==> src/rtl/ren_conv_seq_if.sv <==
// ren_conv_seq_if: bundles the job descriptor port, the result stream port and
// the Wishbone master bus of the ren_conv_seq job sequencer.
//   job_*   : descriptor in (valid/ready), plus job_done / job_err pulses out
//   rslt_*  : result word stream out (valid/ready, last marker)
//   wbm_*   : classic single-access Wishbone master towards the engine
// The master modport is the sequencer's view; slave is the environment's view.
interface ren_conv_seq_if #(
  parameter int RSLT_ADDR_WIDTH = 6
);
  logic                     job_valid;
  logic                     job_ready;
  logic [31:0]              job_cfg1;
  logic [31:0]              job_cfg2;
  logic [RSLT_ADDR_WIDTH:0] job_nres;
  logic                     job_done;
  logic                     job_err;

  logic                     rslt_valid;
  logic                     rslt_ready;
  logic [31:0]              rslt_data;
  logic                     rslt_last;

  logic                     wbm_cyc_o;
  logic                     wbm_stb_o;
  logic                     wbm_we_o;
  logic [3:0]               wbm_sel_o;
  logic [31:0]              wbm_adr_o;
  logic [31:0]              wbm_dat_o;
  logic                     wbm_ack_i;
  logic [31:0]              wbm_dat_i;

  modport master (
    input  job_valid, job_cfg1, job_cfg2, job_nres, rslt_ready, wbm_ack_i, wbm_dat_i,
    output job_ready, job_done, job_err, rslt_valid, rslt_data, rslt_last,
           wbm_cyc_o, wbm_stb_o, wbm_we_o, wbm_sel_o, wbm_adr_o, wbm_dat_o
  );

  modport slave (
    output job_valid, job_cfg1, job_cfg2, job_nres, rslt_ready, wbm_ack_i, wbm_dat_i,
    input  job_ready, job_done, job_err, rslt_valid, rslt_data, rslt_last,
           wbm_cyc_o, wbm_stb_o, wbm_we_o, wbm_sel_o, wbm_adr_o, wbm_dat_o
  );
endinterface

==> src/rtl/ren_conv_seq.sv <==
// ren_conv_seq: Wishbone-master job sequencer for one ren_conv_top engine.
// Accepts a descriptor (cfg1, cfg2, result count), writes engine reg1/reg2,
// issues the start command, polls reg0 until the done bit is set (with a poll
// limit that raises job_err), then reads the result memory one word at a time
// and streams each word out, waiting for the consumer before the next read.
// Ports:
//   wb_clk_i  : clock
//   wb_rst_ni : asynchronous active-low reset
//   bus       : ren_conv_seq_if.master (descriptor, result stream, Wishbone)
// All outputs are driven straight from flops.
module ren_conv_seq #(
  parameter logic [31:0] REG_BASE_ADDR   = 32'h000,
  parameter logic [31:0] RES_BASE_ADDR   = 32'h300,
  parameter int          RSLT_ADDR_WIDTH = 6,
  parameter int          DONE_BIT        = 0,
  parameter int          POLL_GAP        = 4,
  parameter int          POLL_MAX        = 255
) (
  input logic            wb_clk_i,
  input logic            wb_rst_ni,
  ren_conv_seq_if.master bus
);

  localparam int IW = RSLT_ADDR_WIDTH + 1;

  typedef enum logic [3:0] {
    IDLE, WR_CFG1, WR_CFG2, WR_START, POLL_WAIT, POLL_RD, RES_RD, RES_OUT, DONE
  } state_t;

  state_t        state_q, state_d;
  logic [31:0]   cfg1_q, cfg1_d, cfg2_q, cfg2_d;
  logic [IW-1:0] nres_q, nres_d, idx_q, idx_d;
  logic [15:0]   poll_q, poll_d, gap_q, gap_d, poll_inc;
  logic          cyc_q, cyc_d, we_q, we_d;
  logic [31:0]   adr_q, adr_d, dat_q, dat_d;
  logic          ready_q, ready_d, rvalid_q, rvalid_d, rlast_q, rlast_d;
  logic [31:0]   rdata_q, rdata_d;
  logic          done_q, done_d, err_q, err_d;

  // Access described by the current bus state
  logic          bus_state, acc_we, acc_done;
  logic [31:0]   acc_adr, acc_dat;

  function automatic logic [15:0] sat_inc16(input logic [15:0] v);
    return (v == 16'hffff) ? v : v + 16'd1;
  endfunction

  always_comb begin
    bus_state = 1'b1;
    acc_we    = 1'b0;
    acc_adr   = '0;
    acc_dat   = '0;
    case (state_q)
      WR_CFG1:  begin acc_we = 1'b1; acc_adr = REG_BASE_ADDR + 32'd1; acc_dat = cfg1_q; end
      WR_CFG2:  begin acc_we = 1'b1; acc_adr = REG_BASE_ADDR + 32'd2; acc_dat = cfg2_q; end
      WR_START: begin acc_we = 1'b1; acc_adr = REG_BASE_ADDR;         acc_dat = 32'h4;  end
      POLL_RD:  acc_adr = REG_BASE_ADDR;
      RES_RD:   acc_adr = RES_BASE_ADDR + 32'(idx_q);
      default:  bus_state = 1'b0;
    endcase
  end

  assign acc_done = cyc_q & bus.wbm_ack_i;
  assign poll_inc = sat_inc16(poll_q);

  always_comb begin
    state_d  = state_q;
    cfg1_d   = cfg1_q;
    cfg2_d   = cfg2_q;
    nres_d   = nres_q;
    idx_d    = idx_q;
    poll_d   = poll_q;
    gap_d    = gap_q;
    cyc_d    = cyc_q;
    we_d     = we_q;
    adr_d    = adr_q;
    dat_d    = dat_q;
    ready_d  = ready_q;
    rvalid_d = rvalid_q;
    rlast_d  = rlast_q;
    rdata_d  = rdata_q;
    done_d   = 1'b0;
    err_d    = 1'b0;

    // Every bus state opens its access one cycle after entry; the cycle that
    // closes on ack is also the state change, so consecutive accesses are
    // always separated by at least one idle cycle.
    if (bus_state) begin
      if (!cyc_q) begin
        cyc_d = 1'b1;
        we_d  = acc_we;
        adr_d = acc_adr;
        dat_d = acc_dat;
      end else if (bus.wbm_ack_i) begin
        cyc_d = 1'b0;
        we_d  = 1'b0;
      end
    end

    case (state_q)
      IDLE: begin
        // After a job_err pulse the FSM sits here one cycle with ready low
        if (!ready_q) begin
          ready_d = 1'b1;
        end else if (bus.job_valid) begin
          cfg1_d  = bus.job_cfg1;
          cfg2_d  = bus.job_cfg2;
          nres_d  = bus.job_nres;
          poll_d  = '0;
          ready_d = 1'b0;
          state_d = WR_CFG1;
        end
      end
      WR_CFG1:  if (acc_done) state_d = WR_CFG2;
      WR_CFG2:  if (acc_done) state_d = WR_START;
      WR_START: if (acc_done) begin state_d = POLL_WAIT; gap_d = '0; end
      POLL_WAIT: begin
        gap_d = gap_q + 16'd1;
        if ((32'(gap_q) + 32'd1) >= 32'(POLL_GAP)) begin
          gap_d   = '0;
          state_d = POLL_RD;
        end
      end
      POLL_RD: begin
        if (acc_done) begin
          poll_d = poll_inc;
          if (bus.wbm_dat_i[DONE_BIT]) begin
            idx_d = '0;
            if (nres_q == '0) begin
              state_d = DONE;
              done_d  = 1'b1;
            end else begin
              state_d = RES_RD;
            end
          end else if (32'(poll_inc) == 32'(POLL_MAX)) begin
            err_d   = 1'b1;
            state_d = IDLE;
          end else begin
            gap_d   = '0;
            state_d = POLL_WAIT;
          end
        end
      end
      RES_RD: begin
        if (acc_done) begin
          rdata_d  = bus.wbm_dat_i;
          rvalid_d = 1'b1;
          rlast_d  = (idx_q == nres_q - IW'(1));
          state_d  = RES_OUT;
        end
      end
      RES_OUT: begin
        if (bus.rslt_ready) begin
          rvalid_d = 1'b0;
          rlast_d  = 1'b0;
          idx_d    = idx_q + IW'(1);
          if (idx_q + IW'(1) == nres_q) begin
            state_d = DONE;
            done_d  = 1'b1;
          end else begin
            state_d = RES_RD;
          end
        end
      end
      DONE: begin
        // job_done is high for exactly this cycle; ready returns with its fall
        state_d = IDLE;
        ready_d = 1'b1;
      end
      default: state_d = IDLE;
    endcase
  end

  always_ff @(posedge wb_clk_i or negedge wb_rst_ni) begin
    if (!wb_rst_ni) begin
      state_q  <= IDLE;
      cfg1_q   <= '0;
      cfg2_q   <= '0;
      nres_q   <= '0;
      idx_q    <= '0;
      poll_q   <= '0;
      gap_q    <= '0;
      cyc_q    <= 1'b0;
      we_q     <= 1'b0;
      adr_q    <= '0;
      dat_q    <= '0;
      ready_q  <= 1'b1;
      rvalid_q <= 1'b0;
      rlast_q  <= 1'b0;
      rdata_q  <= '0;
      done_q   <= 1'b0;
      err_q    <= 1'b0;
    end else begin
      state_q  <= state_d;
      cfg1_q   <= cfg1_d;
      cfg2_q   <= cfg2_d;
      nres_q   <= nres_d;
      idx_q    <= idx_d;
      poll_q   <= poll_d;
      gap_q    <= gap_d;
      cyc_q    <= cyc_d;
      we_q     <= we_d;
      adr_q    <= adr_d;
      dat_q    <= dat_d;
      ready_q  <= ready_d;
      rvalid_q <= rvalid_d;
      rlast_q  <= rlast_d;
      rdata_q  <= rdata_d;
      done_q   <= done_d;
      err_q    <= err_d;
    end
  end

  assign bus.job_ready  = ready_q;
  assign bus.job_done   = done_q;
  assign bus.job_err    = err_q;
  assign bus.rslt_valid = rvalid_q;
  assign bus.rslt_data  = rdata_q;
  assign bus.rslt_last  = rlast_q;
  assign bus.wbm_cyc_o  = cyc_q;
  assign bus.wbm_stb_o  = cyc_q;
  assign bus.wbm_we_o   = we_q;
  assign bus.wbm_sel_o  = {4{cyc_q}};
  assign bus.wbm_adr_o  = adr_q;
  assign bus.wbm_dat_o  = dat_q;

endmodule

==> src/flat_wrapper.sv <==
// flat-port wrapper written by rule: the top's interface ports become plain ports
module ren_conv_seq_flat 
#(
  parameter logic [31:0] REG_BASE_ADDR   = 32'h000,
  parameter logic [31:0] RES_BASE_ADDR   = 32'h300,
  parameter int          RSLT_ADDR_WIDTH = 6,
  parameter int          DONE_BIT        = 0,
  parameter int          POLL_GAP        = 4,
  parameter int          POLL_MAX        = 255
)
  (wb_clk_i, wb_rst_ni, bus_job_valid, bus_job_cfg1, bus_job_cfg2, bus_job_nres, bus_rslt_ready, bus_wbm_ack_i, bus_wbm_dat_i, bus_job_ready, bus_job_done, bus_job_err, bus_rslt_valid, bus_rslt_data, bus_rslt_last, bus_wbm_cyc_o, bus_wbm_stb_o, bus_wbm_we_o, bus_wbm_sel_o, bus_wbm_adr_o, bus_wbm_dat_o);
  ren_conv_seq_if #(.RSLT_ADDR_WIDTH(RSLT_ADDR_WIDTH)) bus_i ();
  input logic wb_clk_i;
  input logic wb_rst_ni;
  input wire logic [$bits(bus_i.job_valid)-1:0] bus_job_valid;
  input wire logic [$bits(bus_i.job_cfg1)-1:0] bus_job_cfg1;
  input wire logic [$bits(bus_i.job_cfg2)-1:0] bus_job_cfg2;
  input wire logic [$bits(bus_i.job_nres)-1:0] bus_job_nres;
  input wire logic [$bits(bus_i.rslt_ready)-1:0] bus_rslt_ready;
  input wire logic [$bits(bus_i.wbm_ack_i)-1:0] bus_wbm_ack_i;
  input wire logic [$bits(bus_i.wbm_dat_i)-1:0] bus_wbm_dat_i;
  output wire logic [$bits(bus_i.job_ready)-1:0] bus_job_ready;
  output wire logic [$bits(bus_i.job_done)-1:0] bus_job_done;
  output wire logic [$bits(bus_i.job_err)-1:0] bus_job_err;
  output wire logic [$bits(bus_i.rslt_valid)-1:0] bus_rslt_valid;
  output wire logic [$bits(bus_i.rslt_data)-1:0] bus_rslt_data;
  output wire logic [$bits(bus_i.rslt_last)-1:0] bus_rslt_last;
  output wire logic [$bits(bus_i.wbm_cyc_o)-1:0] bus_wbm_cyc_o;
  output wire logic [$bits(bus_i.wbm_stb_o)-1:0] bus_wbm_stb_o;
  output wire logic [$bits(bus_i.wbm_we_o)-1:0] bus_wbm_we_o;
  output wire logic [$bits(bus_i.wbm_sel_o)-1:0] bus_wbm_sel_o;
  output wire logic [$bits(bus_i.wbm_adr_o)-1:0] bus_wbm_adr_o;
  output wire logic [$bits(bus_i.wbm_dat_o)-1:0] bus_wbm_dat_o;
  assign bus_i.job_valid = bus_job_valid;
  assign bus_i.job_cfg1 = bus_job_cfg1;
  assign bus_i.job_cfg2 = bus_job_cfg2;
  assign bus_i.job_nres = bus_job_nres;
  assign bus_i.rslt_ready = bus_rslt_ready;
  assign bus_i.wbm_ack_i = bus_wbm_ack_i;
  assign bus_i.wbm_dat_i = bus_wbm_dat_i;
  assign bus_job_ready = bus_i.job_ready;
  assign bus_job_done = bus_i.job_done;
  assign bus_job_err = bus_i.job_err;
  assign bus_rslt_valid = bus_i.rslt_valid;
  assign bus_rslt_data = bus_i.rslt_data;
  assign bus_rslt_last = bus_i.rslt_last;
  assign bus_wbm_cyc_o = bus_i.wbm_cyc_o;
  assign bus_wbm_stb_o = bus_i.wbm_stb_o;
  assign bus_wbm_we_o = bus_i.wbm_we_o;
  assign bus_wbm_sel_o = bus_i.wbm_sel_o;
  assign bus_wbm_adr_o = bus_i.wbm_adr_o;
  assign bus_wbm_dat_o = bus_i.wbm_dat_o;
  ren_conv_seq #(.REG_BASE_ADDR(REG_BASE_ADDR), .RES_BASE_ADDR(RES_BASE_ADDR), .RSLT_ADDR_WIDTH(RSLT_ADDR_WIDTH), .DONE_BIT(DONE_BIT), .POLL_GAP(POLL_GAP), .POLL_MAX(POLL_MAX)) u_core (.wb_clk_i(wb_clk_i), .wb_rst_ni(wb_rst_ni), .bus(bus_i));
endmodule
==> config.mk <==
export PLATFORM = sky130hd
export DESIGN_NAME = ren_conv_seq_flat
export DESIGN_NICKNAME = d
export VERILOG_FILES = /design/src/rtl/ren_conv_seq_if.sv /design/src/rtl/ren_conv_seq.sv /design/src/flat_wrapper.sv
export SDC_FILE = /design/constraint.sdc
export NUM_CORES = 1
export LEC_CHECK = 0
export CORE_ASPECT_RATIO = 1.25
export CORE_MARGIN = 2
export CORE_UTILIZATION = 45
export CTS_CLUSTER_DIAMETER = 100
export CTS_CLUSTER_SIZE = 28
export DETAILED_ROUTE_END_ITERATION = 10
export PLACE_DENSITY = 0.77
export SLEW_MARGIN = 40
export SYNTH_ARGS = -nofsm -noshare
export SYNTH_HDL_FRONTEND = slang
export SYNTH_SLANG_ARGS = --single-unit
==> constraint.sdc <==
create_clock -name wb_clk_i -period 2.1 [get_ports wb_clk_i]
set_input_delay 0.42 -clock wb_clk_i [delete_from_list [all_inputs] [get_ports wb_clk_i]]
set_output_delay 0.42 -clock wb_clk_i [all_outputs]
set_load 0.05 [all_outputs]
==> flow_metrics.env, run 1 <==
export IMPL_status="complete, but fails checks"
export IMPL_violations="negative setup slack"
export IMPL_timing_reg2reg_setup_slack_ns=-0.12
export IMPL_port_buffers=192
export IMPL_die_area_sq_um=20800
export IMPL_timing_rr_start="u_core.poll_q[2]"
export IMPL_setup_slack_ns=-0.118
export IMPL_ys_ff_latch=193
export IMPL_avgRoutedWirePerCell_um=16.7
export IMPL_synthCells=780
export IMPL_antenna_found_initial=1
export IMPL_numCtsBuffers=17
export IMPL_multi_input_area_sq_um=3800
export IMPL_tns_ns=-0.909
export IMPL_whs_ns=0.483
export IMPL_synth_avg_cell_area_sq_um=11.3
export IMPL_synth_commonest_cells="192 x dfrtp_1, 103 x mux2_2, 71 x o21ai_0"
export IMPL_p_per_area_nw_per_um2=1460
export IMPL_drive_gt1_share_pct=27.4
export IMPL_grt_start_max_net_pins=56
export IMPL_cap_violations=0
export IMPL_synth_area_sq_um=8840
export IMPL_ctsHtreeMaxLevel=4
export IMPL_synth_top_area_share_pct=54.4
export IMPL_synth_edf_count=0
export IMPL_r2r_end="u_core.gap_q[0]"
export IMPL_viasPerCell=5.28
export IMPL_globalplace_congestion=0.870
export IMPL_pre_cts_slack_ns=-0.319
export IMPL_slew_headroom_pct=61.0
export IMPL_initial_core_util_pct=45.7
export IMPL_synth_most_common_cell="dfrtp_1"
export IMPL_critical_path_required_ns=2.43
export IMPL_grt_pass1_wl_mm=36.3
export IMPL_layout_area_seq_sq_um=4840
export IMPL_worstMarginPinSlew_ns=0.583
export IMPL_synth_largest_area_cell="dfrtp_1"
export IMPL_synthFlopType="dfrtp_1"
export IMPL_cts_buffer_depth=2
export IMPL_vdd_ir_drop_max_uv=1010
export IMPL_ys_warn_count=0
export IMPL_r2r_cells=9
export IMPL_cts_root_buf="clkbuf_16"
export IMPL_drv_slew=0
export IMPL_seq_area_frac_synth_pct=54.7
export IMPL_ant_nets=0
export IMPL_route_vias_total=7043
export IMPL_drc=0
export IMPL_rsz0062_at_grt="yes"
export IMPL_setup_violations=17
export IMPL_cts_tree="yes"
export IMPL_cp_end_kind="flop"
export IMPL_nets=1167
export IMPL_finalClockSkew_ns=0.0165
export IMPL_min_path_type="reg2reg"
export IMPL_start_kind="flop"
export IMPL_clk_pin_slew_ns=0.08
export IMPL_yosys_top_cells_area="dfrtp_1 54%, mux2_2 13%, o21ai_0 4.0%, nand2_1 2.9%, a22oi_1 2.7%"
export IMPL_first_global_vias=7251
export IMPL_synth_async_sr_flop_share_pct=100
export IMPL_period_minus_slack_ns=2.22
export IMPL_die_w_um=129
export IMPL_startpoint="u_core.poll_q[2]"
export IMPL_fin_crit_sh_pct=106
export IMPL_holdPathStages=2
export IMPL_cp_max_fo=16
export IMPL_yosysUniqueCellTypes=62
export IMPL_cp_data_arrival_time_ns=2.55
export IMPL_finalHoldViolCount=0
export IMPL_numClockSinks=193
export IMPL_fmax_mhz=451
export IMPL_rows=57
export IMPL_placed_area_sq_um=11700
export IMPL_clk_latency_ns=0.44
export IMPL_overflow=0
export IMPL_dp_hpwl_mm=15.6
export IMPL_wirelength_mm=22.3
export IMPL_drt_first_pass_iters=4
export IMPL_leakage_uw=0.00567
export IMPL_drt_iter0_markers=400
export IMPL_final_util_pct=64.6
export IMPL_final_area_sq_um=12500
export IMPL_path_class="reg2reg"
export IMPL_endpoint="u_core.gap_q[0]"
export IMPL_track_usage_pct=22.1
export IMPL_fill_cells=1481
export IMPL_fp_coreArea_sq_um=19300
export IMPL_die_h_um=161
export IMPL_area_growth_pct=41.4
export IMPL_ios=216
## worst min-delay path by stage
stage / start / to / slack, ns
2_1_floorplan: wb_rst_ni / u_core.bus.job_done / 0.12
3_3_place_gp: wb_rst_ni / u_core.cfg2_q[12] / 0.42
3_5_place_dp: wb_rst_ni / u_core.cfg2_q[18] / 0.43
4_1_cts: u_core.bus.wbm_dat_o[21] / u_core.bus.wbm_dat_o[21] / 0.49
5_1_grt: u_core.bus.wbm_dat_o[21] / u_core.bus.wbm_dat_o[21] / 0.50
6_report: u_core.bus.wbm_dat_o[21] / u_core.bus.wbm_dat_o[21] / 0.48
## cells by family after synthesis
| group | Yosys count | share of synthesized area [%] |
|---|---|---|
| AO/OA/AOI/OAI | 181 | 13.0 |
| XOR/XNOR | 17 | 1.68 |
| adder cells (fa/ha/maj) | 4 | 0.566 |
| buffers and inverters | 78 | 4.73 |
| flip-flops | 193 | 54.7 |
| multiplexers | 105 | 13.4 |
| other | 1 | 0.0424 |
| AND/OR/NAND/NOR | 201 | 11.9 |
## sequential cells by signal, indices dropped and copies added, names as in the netlist, 4 cells and up
register,count
u_core.poll_q,16
u_core.cfg1_q,32
u_core.bus.wbm_dat_o,32
u_core.nres_q,7
u_core.state_q,4
u_core.cfg2_q,32
u_core.idx_q,7
u_core.bus.wbm_adr_o,8
u_core.bus.rslt_data,32
u_core.gap_q,16
## cell type report
type                            instances  area share, %
Clock inverter                         13           1.32
Timing Repair Buffer                  304           23.0
Clock buffer                           19           3.63
Sequential cell                       193           38.7
Inverter                                8          0.240
Antenna cell                            1         0.0200
Tap cell                              265           2.65
Multi-Input combinational cell        531           30.4
## routing by layer
layer,global-route usage [%],vias to the layer above,share of wire [%],wire length [um]
li1,-,3315,-,-
met1,26.6,3485,39,8820
met2,37.7,206,52,11700
met3,5.60,37,5.4,1210
met4,8.89,0,2.8,635
met5,0,-,0,0
## where the power goes
group          internal, uW  switching (uW)  total, uW
clock network          1770            1560       3330
logic                  3580            5240       8820
registers              5190             908       6100
## placed cells by master, fill, tap and decap left out, types with 20 or more instances in the layout
| cell type | Yosys | layout |
|---|---|---|
| conb_1 | 1 | 23 |
| nor2_1 | 29 | 28 |
| and2_1 | 20 | 20 |
| dfrtp_1 | 192 | 186 |
| o21ai_0 | 71 | 70 |
| clkdlybuf4s50_1 | 0 | 173 |
| a22oi_1 | 32 | 32 |
| nand2_1 | 68 | 68 |
| buf_4 | 30 | 112 |
| mux2_2 | 103 | 103 |
## stage by stage
step,total power [uW],instances
after floorplan,11700,802
after global placement,14700,1289
after detailed placement,14900,1289
after CTS,18300,1328
after global routing,19200,1334
final,18200,1334
## worst max-delay path, stage by stage (launching register included)
cell	delay, ns
dfrtp_1	0.43
nand4_1	0.27
nor3_4	0.28
buf_4	0.15
nand3_1	0.08
nor3b_1	0.16
o2111ai_2	0.25
o21ai_2	0.10
buf_12	0.15
mux2_2	0.25
## timing repair
action,in CTS,in global routing
pin swaps,4,8
endpoints found under the hold margin,51,0
endpoints found under the setup margin,20,30
resized for setup,9,18
hold buffers,1,0
buffers inserted,6,5
Note: power is estimated with default switching activity, not from simulation.
==> run 2, diff against run 1 <==
--- a/config.mk
+++ b/config.mk
@@ -7,11 +7,11 @@
 export LEC_CHECK = 0
 export CORE_ASPECT_RATIO = 1.25
 export CORE_MARGIN = 2
-export CORE_UTILIZATION = 45
+export CORE_UTILIZATION = 54
 export CTS_CLUSTER_DIAMETER = 100
 export CTS_CLUSTER_SIZE = 28
 export DETAILED_ROUTE_END_ITERATION = 10
-export PLACE_DENSITY = 0.77
+export PLACE_DENSITY = 0.86
 export SLEW_MARGIN = 40
 export SYNTH_ARGS = -nofsm -noshare
 export SYNTH_HDL_FRONTEND = slang
==> constraint.sdc (replaced) <==
create_clock -name wb_clk_i -period 2.8 [get_ports wb_clk_i]
set_input_delay 0.56 -clock wb_clk_i [delete_from_list [all_inputs] [get_ports wb_clk_i]]
set_output_delay 0.56 -clock wb_clk_i [all_outputs]
set_load 0.05 [all_outputs]
==> run 2 against run 1 <==
- the flow now finishes without violations
- power is 28% lower
- combinational power is 30% lower
- sequential share of layout area increased by 3.2 points
- critical path depth grew 1
- first-iteration DRC count up 6.8%
- flip-flop and latch count did not move
- non-clock buffer count down 92
==> flow_metrics.env, run 2 (synthesized netlist as in run 1, its figures left out) <==
export IMPL_r2r_end="u_core.gap_q[0]"
export IMPL_finalHoldViolCount=0
export IMPL_overflow=0
export IMPL_cts_tree="yes"
export IMPL_clk_pin_slew_ns=0.07
export IMPL_cp_max_fo=16
export IMPL_postCtsSetupBuffers=0
export IMPL_path_class="reg2reg"
export IMPL_finalClockSkew_ns=0.0127
export IMPL_period_minus_slack_ns=2.56
export IMPL_die_w_um=118
export IMPL_fin_crit_sh_pct=91.3
export IMPL_grt_start_max_net_pins=75
export IMPL_p_per_area_nw_per_um2=1150
export IMPL_n_antenna_cell=0
export IMPL_track_usage_pct=25.1
export IMPL_drv_slew=0
export IMPL_avgRoutedWirePerCell_um=18.0
export IMPL_first_global_vias=7022
export IMPL_initial_core_util_pct=54.8
export IMPL_fmax_mhz=391
export IMPL_area_growth_pct=30.2
export IMPL_ant_nets=0
export IMPL_wirelength_mm=21.5
export IMPL_nets=1075
export IMPL_ctsHtreeMaxLevel=4
export IMPL_clk_latency_ns=0.43
export IMPL_drt_iter0_markers=427
export IMPL_critical_path_required_ns=3.12
export IMPL_cp_end_kind="flop"
export IMPL_die_h_um=147
export IMPL_antenna_found_initial=0
export IMPL_start_kind="flop"
export IMPL_fill_cells=1129
export IMPL_fp_coreArea_sq_um=16100
export IMPL_vdd_ir_drop_max_uv=669
export IMPL_r2r_cells=10
export IMPL_cp_data_arrival_time_ns=2.87
export IMPL_status="finished clean"
export IMPL_globalplace_congestion=0.914
export IMPL_numCtsBuffers=17
export IMPL_cts_resized=0
export IMPL_setup_violations=0
export IMPL_leakage_uw=0.00498
export IMPL_viasPerCell=5.67
export IMPL_drive_gt1_share_pct=17.8
export IMPL_rows=52
export IMPL_tns_ns=0
export IMPL_holdBufCountCts=0
export IMPL_slew_headroom_pct=61.8
export IMPL_grt_pass1_wl_mm=34.9
export IMPL_dp_hpwl_mm=14.6
export IMPL_rsz0062_at_grt="no"
export IMPL_mostFrequentLayoutCells="192 x dfrtp_1, 191 x clkdlybuf4s50_1, 103 x mux2_2"
export IMPL_finalPower_uw=13200
export IMPL_timing_rr_start="u_core.poll_q[0]"
export IMPL_drt_first_pass_iters=5
export IMPL_numClockSinks=193
export IMPL_route_vias_total=6761
export IMPL_worstMarginPinSlew_ns=0.571
export IMPL_ios=216
export IMPL_die_area_sq_um=17400
export IMPL_cts_buffer_depth=2
export IMPL_min_path_type="in2async"
export IMPL_cap_violations=0
export IMPL_timing_reg2reg_setup_slack_ns=0.24
export IMPL_port_buffers=192
export IMPL_cts_root_buf="clkbuf_16"
export IMPL_layout_commonest_cell="dfrtp_1"
export IMPL_drc=0
## run 2: area by class of cell
cell class / count / area, sq um / area share [%]
Inverter: 8 / 30.0 / 0.261
Tap cell: 216 / 270 / 2.35
Clock inverter: 14 / 139 / 1.21
Timing Repair Buffer: 212 / 2110 / 18.4
Clock buffer: 18 / 439 / 3.82
Sequential cell: 193 / 4830 / 42.0
Multi-Input combinational cell: 531 / 3690 / 32.0
## run 2: where the power goes
group          switching [uW]  internal (uW)  leakage (uW)
Sequential                775           3890       0.00248
Clock                    1140           1210      0.000279
Combinational            3810           2380       0.00223
## run 2: worst max-delay path, cell delays in order, from the launching register on
cell       delay (ns)
dfrtp_1          0.43
ha_1             0.26
nand3_1          0.25
nor3_2           0.23
buf_4            0.18
a21oi_1          0.07
o21ba_1          0.18
o2111ai_1        0.33
o21ai_2          0.08
buf_4            0.18
mux2_2           0.26
## run 2: metrics by stage
| step | utilization, % | setup slack (ns) | hold WS [ns] | instances | cell area, sq um |
|---|---|---|---|---|---|
| 6_report | 71.3 | 0.243 | 0.108 | 1192 | 11500 |
| 2_1_floorplan | - | 0.390 | 0.264 | 802 | 8920 |
| 4_1_cts | 71.3 | 0.264 | 0.115 | 1192 | 11500 |
| 5_1_grt | 71.3 | 0.107 | 0.141 | 1192 | 11500 |
| 3_5_place_dp | 67.7 | 0.267 | 0.466 | 1160 | 10900 |
| 3_3_place_gp | 67.7 | 0.337 | 0.460 | 1160 | 10900 |
## run 2: worst max-delay path by stage
stage                                    start                    to  slack, ns  cells after the start
final                         u_core.poll_q[0]       u_core.gap_q[0]       0.24                     10
after global routing          u_core.poll_q[0]       u_core.gap_q[0]       0.11                     10
after CTS                     u_core.poll_q[0]       u_core.gap_q[0]       0.26                     10
after detailed placement      u_core.poll_q[0]       u_core.gap_q[0]       0.27                     10
after global placement           bus_wbm_ack_i  u_core.bus.rslt_last       0.34                      6
after floorplan           u_core.bus.wbm_cyc_o  u_core.bus.rslt_last       0.39                      6
## run 2: per-layer routing
metal	vias up	GRT usage, %	part of all wire, %
met5	-	0	0
met4	0	10.5	2.7
met3	45	5.82	5.1
met2	200	44.8	53
met1	3387	29.0	39
li1	3129	-	-
==> run 3, diff against run 2 <==
--- a/config.mk
+++ b/config.mk
@@ -7,11 +7,11 @@
 export LEC_CHECK = 0
 export CORE_ASPECT_RATIO = 1.25
 export CORE_MARGIN = 2
-export CORE_UTILIZATION = 54
+export CORE_UTILIZATION = 49
 export CTS_CLUSTER_DIAMETER = 100
 export CTS_CLUSTER_SIZE = 28
 export DETAILED_ROUTE_END_ITERATION = 10
-export PLACE_DENSITY = 0.86
+export PLACE_DENSITY = 0.79
 export SLEW_MARGIN = 40
 export SYNTH_ARGS = -nofsm -noshare
 export SYNTH_HDL_FRONTEND = slang
==> run 3 against run 2 <==
- non-clock buffer count up 3
- global-route usage shrank 1.7 points
- maximum frequency grew 0.74%
- critical path depth unchanged
- critical path type unchanged
- sequential share of layout area fell by 0.35 points
- critical endpoint unchanged
- worst setup slack improved by 0.019 ns
- clock power up 8%
- combinational power about the same
- design area increased by 0.84%
- highest routed layer unchanged
- power rose by 1.0%
==> flow_metrics.env, run 3 (synthesized netlist as in run 1, its figures left out) <==
export IMPL_fill_cells=1345
export IMPL_vdd_ir_drop_max_uv=666
export IMPL_finalClockSkew_ns=0.0142
export IMPL_dpl_cell_count=1171
export IMPL_rows=54
export IMPL_leakage_uw=0.00503
export IMPL_numClockSinks=193
export IMPL_track_usage_pct=23.4
export IMPL_path_class="reg2reg"
export IMPL_finalPower_uw=13300
export IMPL_start_kind="flop"
export IMPL_first_global_vias=6636
export IMPL_cp_max_fo=16
export IMPL_clk_latency_ns=0.44
export IMPL_ios=216
export IMPL_cts_tree="yes"
export IMPL_ant_nets=0
export IMPL_numCtsBuffers=17
export IMPL_wirelength_mm=21.1
export IMPL_period_minus_slack_ns=2.54
export IMPL_avgRoutedWirePerCell_um=17.6
export IMPL_fmax_mhz=394
export IMPL_status="finished clean"
export IMPL_setup_violations=0
export IMPL_die_h_um=154
export IMPL_drt_iter0_markers=370
export IMPL_cp_data_arrival_time_ns=2.86
export IMPL_rsz0062_at_grt="no"
export IMPL_clk_pin_slew_ns=0.08
export IMPL_mostFrequentLayoutCells="192 x dfrtp_1, 191 x clkdlybuf4s50_1, 103 x mux2_2"
export IMPL_overflow=0
export IMPL_whs_ns=0.102
export IMPL_p_per_area_nw_per_um2=1150
export IMPL_final_util_pct=66.1
export IMPL_drc=0
export IMPL_dp_hpwl_mm=14.7
export IMPL_critical_path_required_ns=3.12
export IMPL_drive_gt1_share_pct=18.3
export IMPL_port_buffers=192
export IMPL_layout_commonest_cell="dfrtp_1"
export IMPL_cts_root_buf="clkbuf_16"
export IMPL_drt_first_pass_iters=4
export IMPL_timing_reg2reg_setup_slack_ns=0.26
export IMPL_worstMarginPinSlew_ns=0.603
export IMPL_min_path_type="in2async"
export IMPL_finalHoldViolCount=0
export IMPL_slew_headroom_pct=59.7
export IMPL_nets=1078
export IMPL_route_vias_total=6685
export IMPL_cp_end_kind="flop"
export IMPL_drv_slew=0
export IMPL_fp_coreArea_sq_um=17600
export IMPL_r2r_end="u_core.gap_q[0]"
export IMPL_ctsHtreeMaxLevel=4
export IMPL_initial_core_util_pct=50.3
export IMPL_fin_crit_sh_pct=90.6
export IMPL_cap_violations=0
export IMPL_die_w_um=124
export IMPL_cts_buffer_depth=2
export IMPL_r2r_cells=10
export IMPL_timing_rr_start="u_core.poll_q[0]"
export IMPL_tns_ns=0
export IMPL_viasPerCell=5.55
export IMPL_fin_cells=1204
export IMPL_grt_start_max_net_pins=73
export IMPL_globalplace_congestion=0.932
export IMPL_area_growth_pct=31.3
export IMPL_grt_pass1_wl_mm=34.6
export IMPL_antenna_found_initial=1
export IMPL_die_area_sq_um=19100
export IMPL_holdBufCountCts=0
-- run 3: changes by cell type in the layout (fill, tap and decap cells not counted), sizes merged --
cell / change
buf: +3
bufinv: +2
clkbuf: -1
clkinv: -1
clkinvlp: -2
diode: +1
inv: +2
-- run 3: worst max-delay path, stage by stage, from the launching register on --
cell	delay [ns]
dfrtp_1	0.43
ha_1	0.25
nand3_1	0.27
nor3_2	0.26
buf_4	0.19
a21oi_1	0.07
o21ba_1	0.19
o2111ai_2	0.25
o21ai_2	0.07
buf_4	0.18
mux2_2	0.27
-- run 3: what timing repair did --
item / CTS / global route
resized for setup: 0 / 1
buffers inserted: 0 / 0
setup endpoints to repair: 0 / 1
-- run 3: worst max-delay path by stage --
stage,end,slack [ns],start
finish,u_core.gap_q[0],0.26,u_core.poll_q[0]
detailed placement,u_core.bus.rslt_last,0.23,bus_wbm_ack_i
global placement,u_core.gap_q[0],0.31,u_core.poll_q[0]
CTS,u_core.gap_q[0],0.17,u_core.poll_q[0]
floorplan,u_core.bus.rslt_last,0.39,u_core.bus.wbm_cyc_o
global route,u_core.gap_q[0],0.05,u_core.poll_q[0]
-- run 3: where the power goes --
part	internal (uW)	total (uW)	leakage, uW	switching [uW]
Combinational	2410	6180	0.00225	3770
Clock	1370	2540	0.000305	1180
Sequential	3890	4610	0.00248	720
Total	7670	13300	0.00503	5670
-- run 3: layout make-up --
class | count | area, sq um | area share, %
Antenna cell | 1 | 2.50 | 0.0216
Clock buffer | 17 | 425 | 3.67
Clock inverter | 15 | 190 | 1.64
Inverter | 8 | 30.0 | 0.259
Multi-Input combinational cell | 531 | 3700 | 31.9
Sequential cell | 193 | 4830 | 41.6
Tap cell | 224 | 280 | 2.42
Timing Repair Buffer | 215 | 2150 | 18.5
-- run 3: metrics by stage --
step | instance area (sq um) | setup slack, ns
6_report | 11600 | 0.262
3_5_place_dp | 11000 | 0.227
4_1_cts | 11600 | 0.169
5_1_grt | 11600 | 0.0468
2_1_floorplan | 8920 | 0.390
3_3_place_gp | 11000 | 0.314
-- run 3: metal layers --
metal	GRT usage, %	vias up	wire length (um)
li1	-	3128	-
met1	28.9	3324	8380
met2	37.9	192	10900
met3	7.01	41	1260
met4	9.84	0	617
met5	0	-	0
